**config.mk**
```make
export PLATFORM = sky130hd
export DESIGN_NAME = fetch_stage
export DESIGN_NICKNAME = d
export VERILOG_FILES = /design/src/rtl/fetch_stage.sv
export SDC_FILE = /design/constraint.sdc
export NUM_CORES = 1
export LEC_CHECK = 0
export CAP_MARGIN = 5
export CORE_MARGIN = 8
export CORE_UTILIZATION = 45
export DETAILED_ROUTE_END_ITERATION = 10
export GPL_ROUTABILITY_DRIVEN = 0
export PLACE_DENSITY = 0.81
export SYNTH_ARGS = -nofsm -noshare
export SYNTH_HDL_FRONTEND = slang
export SYNTH_SLANG_ARGS = --single-unit
```
**constraint.sdc**
```tcl
create_clock -name clk -period 5 [get_ports clk]
set_input_delay 0.75 -clock clk [delete_from_list [all_inputs] [get_ports clk]]
set_output_delay 0.75 -clock clk [all_outputs]
set_load 0.01 [all_outputs]
```
**src/rtl/fetch_stage.sv**
```systemverilog
// Instruction-fetch stage with a one-entry fetch buffer and the IF/ID pipeline register.
// Optional performance counters are enabled by defining FETCH_PERF_EN.
module fetch_stage #(
    parameter logic [31:0] RESET_PC  = 32'h0000_0000,
    parameter logic [31:0] NOP_INSTR = 32'h0000_0013
) (
    input  logic        clk,
    input  logic        rst_n,
    input  logic        enable_pc,
    input  logic        enable_if,
    input  logic        jump_ex,
    input  logic [31:0] jump_target_ex,
    output logic        imem_req,
    output logic [31:0] imem_addr,
    input  logic        imem_rvalid,
    input  logic [31:0] imem_rdata,
    output logic [31:0] pc_id,
    output logic [31:0] instr_id,
    output logic        valid_id,
    output logic        fetch_busy
`ifdef FETCH_PERF_EN
    ,
    output logic [31:0] perf_fetch_cnt,
    output logic [31:0] perf_stall_cnt
`endif
);

    typedef enum logic [1:0] {S_BOOT, S_ISSUE, S_WAIT, S_DRAIN} state_t;

    state_t      r_state;
    state_t      w_state_nxt;
    logic [31:0] r_pc;
    logic [31:0] r_req_pc;
    logic        r_buf_valid;
    logic [31:0] r_buf_pc;
    logic [31:0] r_buf_word;
    logic [31:0] r_pc_id;
    logic [31:0] r_instr_id;
    logic        r_valid_id;

    logic        w_rsp;
    logic        w_take_buf;
    logic        w_bypass;
    logic        w_rsp_to_buf;
    logic        w_buf_next;
    logic        w_issue;

    assign w_rsp        = (r_state == S_WAIT) && imem_rvalid;
    assign w_take_buf   = enable_if && r_buf_valid;
    assign w_bypass     = enable_if && !r_buf_valid && w_rsp;
    assign w_rsp_to_buf = w_rsp && !w_bypass;
    // Issue only if the buffer ends this cycle empty, so the next response always has a home.
    assign w_buf_next   = (r_buf_valid && !w_take_buf) || w_rsp_to_buf;
    assign w_issue      = ((r_state == S_ISSUE) || w_rsp) && enable_pc && !jump_ex && !w_buf_next;

    always_comb begin
        w_state_nxt = r_state;
        if (jump_ex) begin
            if (((r_state == S_WAIT) || (r_state == S_DRAIN)) && !imem_rvalid)
                w_state_nxt = S_DRAIN;
            else
                w_state_nxt = S_ISSUE;
        end else begin
            case (r_state)
                S_BOOT:  w_state_nxt = S_ISSUE;
                S_ISSUE: if (w_issue) w_state_nxt = S_WAIT;
                S_WAIT:  if (w_rsp) w_state_nxt = w_issue ? S_WAIT : S_ISSUE;
                S_DRAIN: if (imem_rvalid) w_state_nxt = S_ISSUE;
                default: w_state_nxt = S_ISSUE;
            endcase
        end
    end

    always_ff @(posedge clk or negedge rst_n) begin
        if (!rst_n) begin
            r_state  <= S_BOOT;
            r_pc     <= RESET_PC;
            r_req_pc <= RESET_PC;
        end else begin
            r_state <= w_state_nxt;
            if (jump_ex)
                r_pc <= jump_target_ex & 32'hFFFF_FFFC;
            else if (w_issue)
                r_pc <= r_pc + 32'd4;
            if (w_issue)
                r_req_pc <= r_pc;
        end
    end

    always_ff @(posedge clk or negedge rst_n) begin
        if (!rst_n) begin
            r_buf_valid <= 1'b0;
            r_buf_pc    <= '0;
            r_buf_word  <= '0;
        end else if (jump_ex) begin
            r_buf_valid <= 1'b0;
        end else if (w_rsp_to_buf) begin
            r_buf_valid <= 1'b1;
            r_buf_pc    <= r_req_pc;
            r_buf_word  <= imem_rdata;
        end else if (w_take_buf) begin
            r_buf_valid <= 1'b0;
        end
    end

    always_ff @(posedge clk or negedge rst_n) begin
        if (!rst_n) begin
            r_pc_id    <= '0;
            r_instr_id <= NOP_INSTR;
            r_valid_id <= 1'b0;
        end else if (jump_ex) begin
            r_instr_id <= NOP_INSTR;
            r_valid_id <= 1'b0;
        end else if (enable_if) begin
            if (r_buf_valid) begin
                r_pc_id    <= r_buf_pc;
                r_instr_id <= r_buf_word;
                r_valid_id <= 1'b1;
            end else if (w_rsp) begin
                r_pc_id    <= r_req_pc;
                r_instr_id <= imem_rdata;
                r_valid_id <= 1'b1;
            end else begin
                r_instr_id <= NOP_INSTR;
                r_valid_id <= 1'b0;
            end
        end
    end

`ifdef FETCH_PERF_EN
    logic [31:0] r_perf_fetch;
    logic [31:0] r_perf_stall;

    always_ff @(posedge clk or negedge rst_n) begin
        if (!rst_n) begin
            r_perf_fetch <= '0;
            r_perf_stall <= '0;
        end else begin
            if (w_rsp && !jump_ex)
                r_perf_fetch <= r_perf_fetch + 32'd1;
            if (!enable_if && r_valid_id)
                r_perf_stall <= r_perf_stall + 32'd1;
        end
    end

    assign perf_fetch_cnt = r_perf_fetch;
    assign perf_stall_cnt = r_perf_stall;
`else
    // Counters absent in this build.
`endif

    assign imem_req   = w_issue;
    assign imem_addr  = r_pc;
    assign pc_id      = r_pc_id;
    assign instr_id   = r_instr_id;
    assign valid_id   = r_valid_id;
    assign fetch_busy = (r_state == S_WAIT) || (r_state == S_DRAIN);

endmodule

```
Word-level counts from Yosys, hierarchy flattened
Cells that the tools add are included.

cells by class
  add/sub/neg operators = 1
  equality and inequality tests = 6
  muxes and demuxes = 22
  bitwise operators = 1
  reductions and logical operators = 27

operators with widths
  operator                                              number
  two-way mux 32 bit                                    8
  adder 32 x 3 -> 32 bit (second input constant)        1
  two-way mux 2 bit                                     6
  logical AND 1 bit                                     10
  != test 3 bit (second input constant)                 3
  one-hot mux 2 bit (4 select lines)                    1
  two-way mux 1 bit                                     7
  logical NOT 1 bit                                     6
  AND reduction 3 bit                                   2
  nonzero test 2 bit                                    3
  equality test 2 bit (second input constant)           2
  logical OR 1 bit                                      3
  nonzero test 3 bit                                    1
  equality test 2 x 1 -> 1 bit (second input constant)  1
  logical NOT 2 bit                                     1
  AND reduction 2 bit                                   1
  NOT 1 bit                                             1

storage, ports and cells
  flip-flop bits (word level) = 196
  bits of input ports = 70
  output and inout bits = 99
  logic and storage cells = 66

Depth between registers and ports, before layout
Gate-level depths: netlist of the first run.

  depth in word-level cells = 12
  mapped depth = 9
  gate-level depth less buffers = 7

Worst setup path before layout of the first run
Ideal clock, no wire load.

  path kind = input port to output port
  from = in enable_if
  to = out imem_req
  arrival time = 1.732 ns
  required time = 4.250 ns
  slack = 2.518 ns
  stages on the path = 5
  buffers on the path = 2
  path through = buf_4 o211ai_4 a21oi_2 and2b_4 buf_6

on the way
  cells in the longest elaborated chain, start to end = 7
  elaborated cells between the ends (all ways) = 10
  classes of those cells = 10 x reduce/logical

RTL lines
  item                            line  text
  start: declaration              10    input logic enable_if,
  logical AND 1 bit (2 in a row)  50    assign w_bypass = enable_if && !r_buf_valid && w_rsp;
  logical NOT 1 bit               51    assign w_rsp_to_buf = w_rsp && !w_bypass;
  logical AND 1 bit               51
  logical OR 1 bit *              53    assign w_buf_next = (r_buf_valid && !w_take_buf) || w_rsp_to_buf;
  logical NOT 1 bit *             54    assign w_issue = ((r_state == S_ISSUE) || w_rsp) && enable_pc && !jump_ex && !w_buf_next;
  logical AND 1 bit *             54
  end: declaration                13    output logic imem_req,

Every way passes the cells marked *; elsewhere a longest branch is shown, timed or not.

Worst setup path in the final report of the first run
  from = in imem_rvalid
  to = out imem_req

on the way
  cells in the longest elaborated chain, start to end = 7
  elaborated cells between the ends (all ways) = 10
  classes of those cells = 10 x reduce/logical

RTL lines
  item                 line  text
  start: declaration   15    input logic imem_rvalid,
  logical AND 1 bit *  48    assign w_rsp = (r_state == S_WAIT) && imem_rvalid;
  logical AND 1 bit    50
  logical NOT 1 bit    51
  logical AND 1 bit    51
  logical OR 1 bit     53
  logical NOT 1 bit    54
  logical AND 1 bit *  54

Marks and branches as above.

==> qor_table.md, run 1 <==
| Item | Reported | Unit |
|---|---|---|
| Worst endpoint required time | 4.25 | ns |
| Source-to-sink clock delay at the later pin of the worst-skew pair | 0.42 | ns |
| Row cnt | 51 | - |
| Pin count of the biggest net entering global routing | 108 | - |
| Wire length of the first global-routing pass | 33500 | µm |
| CTS max path bufs | 2 | - |
| Met2 Resource Use GR | 28.9 | % |
| Final ANT Viol Nets | 0 | - |
| Post-synthesis sequential area ratio | 53.7 | % |
| Area overhead of the layout relative to synthesis | 26.3 | % |
| Most common flop cell mapped by yosys | sky130_fd_sc_hd__dfrtp_1 | - |
| Clock sink total | 188 | - |
| Commonest non-fill, non-tap cell in the layout | sky130_fd_sc_hd__dfrtp_1 | - |
| Actual transition at the worst max-transition pin | 0.967 | ns |
| Via count of the first global-routing pass | 6303 | - |
| Combined area of all synthesized cells | 8760 | µm² |
| Met1 global-route usage | 21.5 | % |
| Deepest level of the CTS H-tree | 4 | - |
| Starting density of the core | 45.5 | % |
| PostCTS Resize Cnt | 0 | - |
| Capturing element type of the critical path | output pin | - |
| Final sum of negative setup slack | 0 | ns |
| Mean number of vias per cell | 5.30 | - |
| Number of remaining DRC errors | 0 | - |
| Number of maximum-capacitance violations | 0 | - |
| Register bit count reported by yosys | 188 | - |
| Setup slack of the most critical reg-to-reg path | 2.24 | ns |
| Number of antenna diodes | 0 | - |
| Relative contribution of the clock network to total power | 24.9 | % |
| Root buf cell | sky130_fd_sc_hd__clkbuf_16 | - |
| CTS tree | yes | - |
| Clock transition at the register clock pins on the worst setup and hold paths after CTS | 0.07 | ns |
| Hold Vio Cnt, Final | 0 | - |
| Detailed-route wire length | 20700 | µm |
| Post-layout min period | 3.75 | ns |
| Area used by multi-input combinational logic | 3740 | µm² |
| DR pass1 iterations | 4 | - |
| Max VDD drop | 0.000274 | V |
| Total of hold buffers inserted after clock tree synthesis | 0 | - |
| Relative contribution of combinational cells to total power | 29.3 | % |
| Setup repair after global routing missed its margin | no | - |
| Die span in y | 156 | µm |
| Number of fill cells | 1621 | - |
| Final period util | 75.0 | % |
| Distinct cells, synth | 51 | - |
| Die outline area | 24200 | µm² |
| IO Port Bufs | 162 | - |
| Startpoint of the worst setup timing path | imem_rvalid | - |
| Category of the critical setup timing path | in2out | - |
| Highest-count cells in the layout ignoring fill and taps | sky130_fd_sc_hd__dfrtp_1 (184), sky130_fd_sc_hd__clkdlybuf4s50_1 (159), sky130_fd_sc_hd__mux2_2 (94) | - |
| Final-report max-slew violation count | 0 | - |
| Hold WS | 0.433 | ns |
| Net switching share of the total power | 31.4 | % |
| Class of the worst hold path | in2async | - |
| Internal power of the cells | 3470 | µW |
| Run status | completed | - |
| Routed wire length per instance | 18.1 | µm |
| Final setup viols | 0 | - |
| Worst slew slack as a fraction of its limit | 35.6 | % |
| Width of the die | 156 | µm |
| Worst Reg2Reg Path Length in Cells | 8 | - |
| GRT overflow | 0 | - |
| Static power due to leakage | 0.00445 | µW |
| Max Clock Freq | 0.267 | GHz |
| Initial detailed-routing violation count | 283 | - |
| Gate count of the mapped netlist | 727 | - |
| Most crowded layer after global routing | met2 | - |
| Post-CTS Repair Setup Buffers | 0 | - |
| Setup skew after layout | 0.0142 | ns |
| Post-synthesis async set-or-reset flop share | 100 | % |
| Global-route usage over all layers | 17.4 | % |
| Power per unit of standard cell area | 458 | nW/µm² |
| Count of boundary I/O pins | 169 | - |
| Core region area | 19300 | µm² |
| Layout cell share with drive strength beyond 1 | 19.9 | % |
| Area taken by flip-flops and latches | 4710 | µm² |
| # nets final | 940 | - |
| Met3 track utilization from global routing | 5.35 | % |
| Number of enable flip-flop cells after synthesis | 0 | - |
| Worst r2r dst | r_req_pc[8] | - |
| Average instance area after synthesis | 12.1 | µm² |
| Total clock buffers created by CTS | 17 | - |
| Data arrival time at the worst-slack endpoint | 3.00 | ns |
| Crit path max fanout | 28 | - |
| Antenna violations before repair | 1 | - |
| Share of power burned in registers | 45.8 | % |
| Warnings, synthesis | 0 | - |
| Kind of launch point of the worst setup path | input pin | - |
| Vias after detailed routing | 6060 | - |
| Dpl hpwl | 13900 | µm |
| Reg-to-reg critical path startpoint | r_state[0] | - |
| Net switching power | 1590 | µW |
| Overall power | 5070 | µW |
[critical path, stage by stage]
cell and delay [ns]:
sky130_fd_sc_hd__clkdlybuf4s50_1 0.60, sky130_fd_sc_hd__and3b_1 0.32, sky130_fd_sc_hd__nand2_8 0.22, sky130_fd_sc_hd__a21oi_2 0.31, sky130_fd_sc_hd__and2b_4 0.23, sky130_fd_sc_hd__clkdlybuf4s50_1 0.55
[cells in the mapped netlist (all sizes together), types with 3 or more instances]
| library cell | n | area, µm² |
|---|---|---|
| a2111oi | 17 | 343 |
| a211oi | 38 | 290 |
| a21oi | 39 | 199 |
| a22oi | 29 | 218 |
| and3 | 6 | 37.5 |
| and4 | 4 | 37.5 |
| buf | 29 | 198 |
| clkbuf | 28 | 105 |
| dfrtp | 185 | 4630 |
| dfstp | 3 | 78.8 |
| ha | 4 | 50.1 |
| inv | 11 | 41.3 |
| mux2 | 94 | 1060 |
| mux2i | 36 | 360 |
| nand2 | 42 | 176 |
| nand3 | 9 | 45.0 |
| nand4 | 10 | 98.8 |
| nor2 | 64 | 240 |
| nor3 | 4 | 20.0 |
| o21ai | 29 | 145 |
| xnor2 | 25 | 219 |
[registers in the layout, summed over array words and instances, names as in the netlist]
signal       flops
r_state          2
pc_id           30
imem_addr       30
r_buf_valid      1
r_buf_word      32
r_buf_pc        30
valid_id         1
r_req_pc        30
instr_id        32
[kinds of logic (layout without fill, tap and decap cells)]
group | Yosys count | count (layout) | synth area share [%]
other cells | 1 | 4 | 0.0428
flops | 188 | 188 | 53.7
mux | 130 | 130 | 16.2
simple gates | 151 | 151 | 8.54
buf+inv | 68 | 217 | 3.93
xor+xnor | 27 | 27 | 2.70
fa+ha+maj | 4 | 4 | 0.571
compound gates | 158 | 158 | 14.3
[metrics by stage]
stage                     utilization (%)  cell area (µm²)  setup WS, ns  cells
after floorplan                         -             8780          2.52    730
after global placement               54.6            10500          1.29   1112
after detailed placement             54.6            10500          1.23   1112
after CTS                            57.4            11100          1.24   1144
after global routing                 57.4            11100          1.18   1144
final                                57.4            11100          1.25   1144
[how the worst max path moves through the flow]
stage,endpoint,depth (start not counted)
final,imem_req,6
after global routing,imem_req,6
after CTS,imem_req,6
after detailed placement,imem_req,6
after global placement,imem_req,6
after floorplan,imem_req,5
[routing by layer]
metal  vias to the layer above  part of all wire (%)
li1                       2881                     -
met1                      3018                    44
met2                       142                    49
met3                        17                   5.8
met4                         2                   1.2
met5                         -                 0.044
[power groups by stage]
stage | Sequential [µW] | Combinational (µW) | Clock [µW]
6_report | 2320 | 1480 | 1260
5_1_grt | 2400 | 1620 | 1360
4_1_cts | 2320 | 1510 | 1300
3_5_place_dp | 2350 | 1500 | 0
3_3_place_gp | 2320 | 1470 | 0
2_1_floorplan | 2350 | 850 | 0
[cell type report]
type	instances	area share (%)
Clock buffer	18	3.88
Clock inverter	14	0.995
Inverter	11	0.373
Multi-Input combinational cell	474	33.8
Sequential cell	188	42.6
Tap cell	265	3.00
Timing Repair Buffer	174	15.4
Power figures use the tool's default switching activity.
==> run 2: changes to the inputs <==
==> constraint.sdc (replaced) <==
create_clock -name clk -period 3.7 [get_ports clk]
set_input_delay 0.555 -clock clk [delete_from_list [all_inputs] [get_ports clk]]
set_output_delay 0.555 -clock clk [all_outputs]
set_load 0.01 [all_outputs]
==> run 2 against run 1 <==
  * Clock-buffer cell count rose by 1
  * Non-clock buffer count rose by 3
  * Sequential power rose by 36%
  * Routed wire length rose by 1.6%
  * Sequential share of layout area fell by 0.29 points
  * Combinational power rose by 36%
  * Cell count rose by 0.26%
  * Power rose by 37%
  * Clock power rose by 41%
  * Sequential cell count did not move
  * Core utilization rose by 0.39 points
  * Critical path type is now reg2out
  * Largest cell class unchanged
==> qor_table.md, run 2 (same netlist as run 1, synthesis figures left out) <==
| Item | Reported | Unit |
|---|---|---|
| Global-route usage over all layers | 17.9 | % |
| Max VDD drop | 0.000343 | V |
| Detailed-route wire length | 21000 | µm |
| DR pass1 iterations | 5 | - |
| Pin count of the biggest net entering global routing | 93 | - |
| Static power due to leakage | 0.00447 | µW |
| Starting density of the core | 45.5 | % |
| Run status | completed | - |
| Net switching share of the total power | 31.6 | % |
| Die outline area | 24200 | µm² |
| Commonest non-fill, non-tap cell in the layout | sky130_fd_sc_hd__dfrtp_1 | - |
| Worst slack at placement | 0.583 | ns |
| Number of remaining DRC errors | 0 | - |
| # nets final | 943 | - |
| Number of antenna diodes | 0 | - |
| Total clock buffers created by CTS | 17 | - |
| Cell count after placement | 1115 | - |
| Clock sink total | 188 | - |
| Data arrival time at the worst-slack endpoint | 2.59 | ns |
| Hold Vio Cnt, Final | 0 | - |
| Number of fill cells | 1603 | - |
| Capturing element type of the critical path | output pin | - |
| Power per unit of standard cell area | 623 | nW/µm² |
| Final setup viols | 0 | - |
| Max Clock Freq | 0.318 | GHz |
| Actual transition at the worst max-transition pin | 0.772 | ns |
| Internal power of the cells | 4750 | µW |
| Via count of the first global-routing pass | 6422 | - |
| Final ANT Viol Nets | 0 | - |
| Worst slew slack as a fraction of its limit | 48.6 | % |
| Setup slack after layout | 0.557 | ns |
| Share of power burned in registers | 45.4 | % |
| Vias after detailed routing | 6159 | - |
| Final cell area excluding filler cells | 11100 | µm² |
| Area overhead of the layout relative to synthesis | 27.1 | % |
| Final sum of negative setup slack | 0 | ns |
| Kind of launch point of the worst setup path | register | - |
| Wire length of the first global-routing pass | 34300 | µm |
| Width of the die | 156 | µm |
| Post-layout min period | 3.14 | ns |
| Finished Layout Cells | 1147 | - |
| PostCTS Resize Cnt | 0 | - |
| Die span in y | 156 | µm |
| Relative contribution of the clock network to total power | 25.7 | % |
| IO Port Bufs | 162 | - |
| Layout cell share with drive strength beyond 1 | 20.3 | % |
| Net switching power | 2190 | µW |
| Cell Area, Placed | 10600 | µm² |
| Source-to-sink clock delay at the later pin of the worst-skew pair | 0.44 | ns |
| Deepest level of the CTS H-tree | 4 | - |
| Worst endpoint required time | 3.14 | ns |
| CTS max path bufs | 2 | - |
| Crit path max fanout | 6 | - |
| Relative contribution of combinational cells to total power | 29.0 | % |
| Dpl hpwl | 14300 | µm |
| Setup skew after layout | 0.0135 | ns |
| Row cnt | 51 | - |
| Mean number of vias per cell | 5.37 | - |
| Highest-count cells in the layout ignoring fill and taps | sky130_fd_sc_hd__dfrtp_1 (184), sky130_fd_sc_hd__clkdlybuf4s50_1 (159), sky130_fd_sc_hd__mux2_2 (94) | - |
| Final core utilization | 57.8 | % |
| Category of the critical setup timing path | reg2out | - |
| Final period util | 84.9 | % |
| Core region area | 19300 | µm² |
| Total of hold buffers inserted after clock tree synthesis | 0 | - |
| Class of the worst hold path | in2async | - |
| CTS tree | yes | - |
| Setup repair after global routing missed its margin | no | - |
| Final-report max-slew violation count | 0 | - |
| Number of maximum-capacitance violations | 0 | - |
| GRT overflow | 0 | - |
| Routed wire length per instance | 18.3 | µm |
| Count of boundary I/O pins | 169 | - |
| Post-CTS Repair Setup Buffers | 0 | - |
| Initial detailed-routing violation count | 228 | - |
| Clock transition at the register clock pins on the worst setup and hold paths after CTS | 0.07 | ns |
| Root buf cell | sky130_fd_sc_hd__clkbuf_16 | - |
| Antenna violations before repair | 2 | - |
## run 2: cell types whose count changed in the layout (fill, tap and decap cells not counted), moves of 2 or more
cell                         delta
sky130_fd_sc_hd__clkinv_2       -4
sky130_fd_sc_hd__buf_4          +2
sky130_fd_sc_hd__clkbuf_8       +2
sky130_fd_sc_hd__clkinvlp_4     +2
sky130_fd_sc_hd__inv_6          -2
sky130_fd_sc_hd__inv_8          +2
## run 2: layout make-up
class	instances	area (µm²)	share of cell area [%]
timing repair buffer	177	1740	15.6
multi-input combinational	474	3740	33.5
inverter	11	41.3	0.371
tap	265	332	2.98
clock inverter	13	126	1.13
sequential	188	4710	42.3
clock buffer	19	453	4.06
## run 2: critical path, cell delays in order, from the launching register on
cell and delay (ns):
sky130_fd_sc_hd__dfrtp_1 0.42, sky130_fd_sc_hd__inv_1 0.07, sky130_fd_sc_hd__ha_1 0.25, sky130_fd_sc_hd__and3b_1 0.31
sky130_fd_sc_hd__nand2_8 0.06, sky130_fd_sc_hd__a21oi_2 0.27, sky130_fd_sc_hd__and2b_4 0.22, sky130_fd_sc_hd__clkdlybuf4s50_1 0.54
## run 2: per-layer routing
metal	up-vias	share of wire, %	routed length [µm]	track usage, %
li1	2902	-	-	-
met1	3058	43	9080	22.3
met2	167	49	10200	29.3
met3	28	6.3	1320	5.29
met4	4	1.7	357	6.01
met5	-	0.11	23	0
## run 2: through the flow
stage | hold slack [ns] | total power [µW]
after global placement | 0.461 | 5130
after detailed placement | 0.474 | 5220
after global routing | 0.211 | 7350
final | 0.158 | 6940
after CTS | 0.214 | 7020
after floorplan | 0.259 | 4320
## run 2: final timing paths
| kind | from | endpoint | slack (ns) | depth (start not counted) |
|---|---|---|---|---|
| setup / recovery | r_state[0] | imem_req | 0.56 | 7 |
| hold / removal | rst_n | imem_addr[17] | 0.16 | 1 |
| setup reg to reg | r_state[0] | r_req_pc[7] | 1.18 | 8 |
| hold reg to reg | valid_id | valid_id | 0.49 | 1 |
| max in group asynchronous | rst_n | instr_id[0] | 2.61 | 2 |
| min in group clk | valid_id | valid_id | 0.49 | 1 |
## run 2: power by group through the flow
| stage | logic [µW] | registers [µW] | clock network, µW |
|---|---|---|---|
| 4_1_cts | 2040 | 3150 | 1830 |
| 5_1_grt | 2200 | 3240 | 1910 |
| 2_1_floorplan | 1150 | 3180 | 0 |
| 6_report | 2010 | 3150 | 1780 |
| 3_3_place_gp | 1990 | 3150 | 0 |
| 3_5_place_dp | 2030 | 3190 | 0 |
